<file path="src/rtl/proc_pkg.sv">
// Shared types for the ROM-driven instruction sequencer.
// ROM word layout, FSM states and default sizing.
package proc_pkg;

  localparam int DEF_ADDR_W = 8;

  localparam int WORD_W    = 16;
  localparam int FRR_LSB   = 0;
  localparam int FRR_W     = 6;
  localparam int DATA_LSB  = 6;
  localparam int DATA_W    = 8;
  localparam int HALT_BIT  = 14;
  localparam int DPRST_BIT = 15;

  typedef enum logic [2:0] {
    IDLE,
    FETCH,
    LATCH,
    ISSUE,
    WAIT_DONE,
    HALT,
    ERROR
  } state_t;

  typedef struct packed {
    logic              dp_rst;
    logic              halt;
    logic [DATA_W-1:0] data;
    logic [FRR_W-1:0]  frr;
  } word_t;

  function automatic word_t decode(input logic [WORD_W-1:0] w);
    word_t d;
    d.frr    = w[FRR_LSB +: FRR_W];
    d.data   = w[DATA_LSB +: DATA_W];
    d.halt   = w[HALT_BIT];
    d.dp_rst = w[DPRST_BIT];
    return d;
  endfunction

endpackage

</file>
<file path="src/rtl/rom_sequencer_wd_counter.sv">
// Watchdog counter bounding the wait for datapath completion.
// tc flags that the next enabled increment reaches LIMIT.
module wd_counter #(
  parameter int LIMIT = 255
) (
  input  logic clk,
  input  logic rst,
  input  logic clr,
  input  logic inc,
  output logic tc
);

  localparam int W = $clog2(LIMIT + 1);

  logic [W-1:0] cnt;

  assign tc = (cnt == W'(LIMIT - 1));

  // count enabled cycles, saturating at LIMIT
  always_ff @(posedge clk) begin
    if (rst || clr) begin
      cnt <= '0;
    end else if (inc && (cnt != W'(LIMIT))) begin
      cnt <= cnt + 1'b1;
    end
  end

endmodule

</file>
<file path="src/rtl/rom_sequencer.sv">
// Fetches 16-bit words from a synchronous ROM and issues
// them to a datapath with go / DpReset handshakes.
module rom_sequencer
  import proc_pkg::*;
#(
  parameter int ADDR_W  = DEF_ADDR_W,
  parameter int TIMEOUT = 255
) (
  input  logic              clk,
  input  logic              Reset,
  input  logic              init,
  input  logic              en,
  input  logic              ifDone,
  output logic [ADDR_W-1:0] rom_addr,
  input  logic [WORD_W-1:0] rom_q,
  output logic [FRR_W-1:0]  frr,
  output logic [DATA_W-1:0] Data,
  output logic              go,
  output logic              DpReset,
  output logic              busy,
  output logic              halted,
  output logic              err
);

  state_t state;
  state_t state_n;

  word_t word;
  logic  halt_r;
  logic  rst_r;
  logic  sticky;
  logic  last;
  logic  load;
  logic  done;
  logic  restart;
  logic  wd_clr;
  logic  wd_inc;
  logic  tc;

  assign word = decode(rom_q);
  assign last = &rom_addr;

  assign busy   = (state != IDLE) &&
                  (state != HALT) &&
                  (state != ERROR);
  assign halted = (state == HALT);
  assign err    = (state == ERROR);

  wd_counter #(
    .LIMIT (TIMEOUT)
  ) u_wd (
    .clk (clk),
    .rst (Reset),
    .clr (wd_clr),
    .inc (wd_inc),
    .tc  (tc)
  );

  // state register
  always_ff @(posedge clk) begin
    if (Reset) begin
      state <= IDLE;
    end else begin
      state <= state_n;
    end
  end

  // next state and strobes; a stalled cycle changes nothing
  always_comb begin
    state_n = state;
    go      = 1'b0;
    DpReset = 1'b0;
    load    = 1'b0;
    done    = 1'b0;
    restart = 1'b0;
    wd_clr  = 1'b0;
    wd_inc  = 1'b0;
    if (en && !Reset) begin
      unique case (state)
        IDLE, HALT, ERROR: begin
          if (init) begin
            restart = 1'b1;
            state_n = FETCH;
          end
        end
        FETCH: begin
          state_n = LATCH;
        end
        LATCH: begin
          load    = 1'b1;
          state_n = ISSUE;
        end
        ISSUE: begin
          if (rst_r) begin
            DpReset = 1'b1;
            done    = 1'b1;
          end else begin
            go      = 1'b1;
            wd_clr  = 1'b1;
            state_n = WAIT_DONE;
          end
        end
        WAIT_DONE: begin
          wd_inc = 1'b1;
          if (ifDone || sticky) begin
            done = 1'b1;
          end else if (tc) begin
            state_n = ERROR;
          end
        end
        default: begin
          state_n = IDLE;
        end
      endcase
      if (done) begin
        state_n = (halt_r || last) ? HALT : FETCH;
      end
    end
  end

  // program counter, instruction fields, late-done flag
  always_ff @(posedge clk) begin
    if (Reset) begin
      rom_addr <= '0;
      frr      <= '0;
      Data     <= '0;
      halt_r   <= 1'b0;
      rst_r    <= 1'b0;
      sticky   <= 1'b0;
    end else begin
      if (restart) begin
        rom_addr <= '0;
      end else if (done && !halt_r && !last) begin
        rom_addr <= rom_addr + 1'b1;
      end
      if (load) begin
        frr    <= word.frr;
        Data   <= word.data;
        halt_r <= word.halt;
        rst_r  <= word.dp_rst;
      end
      if (wd_clr || done) begin
        sticky <= 1'b0;
      end else if ((state == WAIT_DONE) && !en && ifDone) begin
        sticky <= 1'b1;
      end
    end
  end

endmodule

</file>
<file path="config.mk">
export PLATFORM = sky130hd
export DESIGN_NAME = rom_sequencer
export DESIGN_NICKNAME = d
export VERILOG_FILES = /design/src/rtl/proc_pkg.sv /design/src/rtl/rom_sequencer_wd_counter.sv /design/src/rtl/rom_sequencer.sv
export SDC_FILE = /design/constraint.sdc
export NUM_CORES = 1
export LEC_CHECK = 0
export ABC_AREA = 1
export CAP_MARGIN = 5
export CORE_UTILIZATION = 44
export DETAILED_ROUTE_END_ITERATION = 16
export GPL_TIMING_DRIVEN = 0
export PLACE_DENSITY_LB_ADDON = 0.12
export SETUP_SLACK_MARGIN = 0.4
export SLEW_MARGIN = 10
export SYNTH_ARGS = -nofsm -noshare
export SYNTH_HDL_FRONTEND = slang
export SYNTH_SLANG_ARGS = --single-unit
</file>
<file path="constraint.sdc">
create_clock -name clk -period 1.7 [get_ports clk]
set_clock_uncertainty 0.15 [all_clocks]
set_input_delay 0.17 -clock clk [delete_from_list [all_inputs] [get_ports clk]]
set_output_delay 0.17 -clock clk [all_outputs]
set_load 0.01 [all_outputs]
</file>
==> reports/qor.csv <==
metric;value;unit
Mapped Area;0.00181;mm2
Hold Path Class;input pin to register;
number of global-route vias before repair;1699;
Finished Cell Area;0.00296;mm2
mean post-synth cell area;7.28;um2
final setup violation count;0;
DR DRC count;0;
FF+latch count, synth;36;
final hold violation count;0;
core box area;0.00380;mm2
Mapped Nets;273;
Max VDD drop;471;uV
element type at the critical path start;register;
fin nets;355;
area delta synth->final;63.2;%
Compound-Gate Fraction of Synth Area;13.7;%
total congestion overflow;0;
static leakage;1.28;nW
Final Max Tran Viols;0;
starting density of the core;47.7;%
Netlist cell types;32;
combinational family with the most area after synthesis;simple AND/OR/NAND/NOR gates;
Slew @ Worst Pin;0.405;ns
Post-synth EDFFs;0;
Async SR Flop Fraction;0;%
PwrDens;606;mW/mm2
Via density;5.07;
WL final;5130;um
Max Buffers Root-to-Sink;2;
initial DRC count;127;
layout cells sized above 1;38.6;%
Worst-path clk slew;0.08;ns
Core Rows;22;
hold path depth;2;
Hold Startpoint;Reset;
status;finished clean;
Ys Warns;0;
unrepaired setup endpoints after global routing;true;
Clk Latency, worst-skew pair;0.29;ns
Synth Flop Type;dfxtp_1;
CTS tree;built;
Synth Area in Adders;2.07;%
DRT Pass-1 Iters;4;
RR Startpoint;state[1]$_SDFFE_PP0P_;
post-synthesis mux area share;0;%
GRT Total Usage;22.3;%
number of antenna diodes;0;
cts hold-fix bufs;0;
kind of critical path;register to register;
crit path time final;1.59;ns
first-pass GRT wire length;7460;um
max cap viols;0;
fin crit share;93.3;%
largest net degree at the start of global routing;12;
via count;1925;
crit path max fanout;6;
worst-case reg-to-reg path depth;9;
I/O Buffers;47;
H-tree depth;2;
clock sinks;36;
Synth Area in Simple Gates;33.6;%
RD Place Congestion;0.861;
TritonCTS buffer count;5;
Post-DP HPWL;2810;um
I/O pin count;48;
Worst Setup End Kind;register;
Placed Area;0.00243;mm2
Reg2Reg Setup Slack;0.11;ns
CP Data Required Time;1.74;ns
hold slack;0.0659;ns
cells after synthesis;249;
root buf cell;clkbuf_8;
worst rel slew slack;73.0;%
die width;66.2;um
initial antenna violation count;0;
WL/cell;13.5;um
Max Clk Rate;0.630;GHz
Worst Hold End;state[1]$_SDFFE_PP0P_;
reg2reg end;state[0]$_SDFFE_PP0P_;
fillers;273;
die area;0.00438;mm2
die height;66.2;um
Final ANT Viol Nets;0;
post-synthesis xor/xnor area fraction;3.38;%
Seq/Total Area, Yosys;39.8;%
Data arrival, critical path;1.62;ns
per-stage QoR:
stage               total power, mW  worst slack, ns  utilization [%]  instances  TNS (ns)
CTS                            1.74            0.167             71.3        368         0
finish                         1.79            0.114             77.8        380         0
detailed placement             1.09           -0.463             63.9        344     -8.94
global route                   1.87           0.0843             77.8        380         0
floorplan                     0.997            0.274                -        249         0
global placement               1.09           -0.459             63.9        344     -8.19
what timing repair did:
item	in CTS	in global routing
pin swaps	16	12
resized for setup	81	46
cloned	1	3
endpoints found under the setup margin	63	44
setup buffers	15	9
final cells by class:
class                           instances  area (um2)  area share, %
Sequential cell                        36         757           25.6
Inverter                               25         111           3.77
Multi-Input combinational cell        182        1180           40.1
Clock inverter                          1        7.51          0.254
Clock buffer                            7        86.3           2.92
Tap cell                               48        60.1           2.03
Buffer                                  6        63.8           2.16
Timing Repair Buffer                   75         686           23.2
where the power goes:
part	total, mW	internal, mW	switching [mW]
sequential	0.869	0.848	0.0209
clock	0.646	0.330	0.316
combinational	0.279	0.133	0.146
total	1.79	1.31	0.483
synth_stat cells, types with 2 or more instances:
| library cell | n | area (um2) |
|---|---|---|
| nand2_4 | 2 | 22.5 |
| nand3_1 | 12 | 60.1 |
| nand2_1 | 74 | 278 |
| nor3_1 | 5 | 25.0 |
| xor2_1 | 5 | 43.8 |
| inv_2 | 4 | 15.0 |
| dfxtp_1 | 36 | 721 |
| nand2_2 | 9 | 56.3 |
| a21oi_1 | 12 | 60.1 |
| buf_6 | 2 | 22.5 |
| nor2_1 | 17 | 63.8 |
| inv_1 | 20 | 75.1 |
| xnor2_1 | 2 | 17.5 |
| buf_2 | 2 | 10.0 |
| nand4_1 | 3 | 18.8 |
| o21ai_0 | 18 | 90.1 |
| ha_1 | 3 | 37.5 |
| nor2_4 | 2 | 22.5 |
| nand3_2 | 2 | 20.0 |
| a21oi_2 | 6 | 52.6 |
| nor2_2 | 2 | 12.5 |
routing by layer:
layer | vias to the layer above | wire length [um] | track usage (%)
li1 | 965 | - | -
met1 | 899 | 2230 | 29.3
met2 | 53 | 2530 | 36.5
met3 | 8 | 268 | 5.17
met4 | 0 | 94 | 5.85
met5 | - | 0 | 0
worst max-delay path, stage by stage, from the launching register on:
cell	delay, ns
dfxtp_2	0.33
buf_6	0.13
inv_1	0.08
nand3_2	0.09
buf_4	0.12
nand2_1	0.09
a21oi_1	0.23
nand4_1	0.14
nand2_1	0.08
nor2_1	0.05
cell families after synthesis:
kind of cell               count (synthesis)
xor gates and xnor gates                   7
buffers and inverters                     31
DFF                                       36
and+or+nand+nor                          131
AOI/OAI and AO/OA                         41
adders and majority gates                  3
registers in the layout, indices dropped and copies added, names as in the netlist:
| signal | count |
|---|---|
| Data | 8 |
| rom_addr | 8 |
| u_wd.cnt | 8 |
| frr | 6 |
| state | 3 |
| halt_r | 1 |
| rst_r | 1 |
| sticky | 1 |
how the worst max path moves through the flow:
| stage | from | slack [ns] | cells past startpoint | endpoint |
|---|---|---|---|---|
| 2_1_floorplan | rom_addr[0]$_SDFFE_PP0P_ | 0.27 | 9 | rom_addr[2]$_SDFFE_PP0P_ |
| 3_3_place_gp | Reset | -0.46 | 5 | go |
| 3_5_place_dp | Reset | -0.46 | 5 | go |
| 4_1_cts | state[1]$_SDFFE_PP0P_ | 0.17 | 10 | rom_addr[2]$_SDFFE_PP0P_ |
| 5_1_grt | state[1]$_SDFFE_PP0P_ | 0.08 | 9 | state[0]$_SDFFE_PP0P_ |
| 6_report | state[1]$_SDFFE_PP0P_ | 0.11 | 9 | state[0]$_SDFFE_PP0P_ |
cell usage in the layout, fill, tap and decap left out, drive strengths merged:
cell type and instances:
xnor2 2, a21oi 18, o211a 1, xor2 5, nand2 85, dlygate4sd2 22
nand3 14, nor2 21, o21a 1, clkinvlp 1, and3 1, nand4 4
clkdlybuf4s15 2, o31ai 1, inv 25, clkbuf 10, o21bai 1, nor3 6
dfxtp 36, a31oi 1, clkdlybuf4s50 18, buf 36, ha 3, o21ai 18
(Power assumes the default switching activity.)
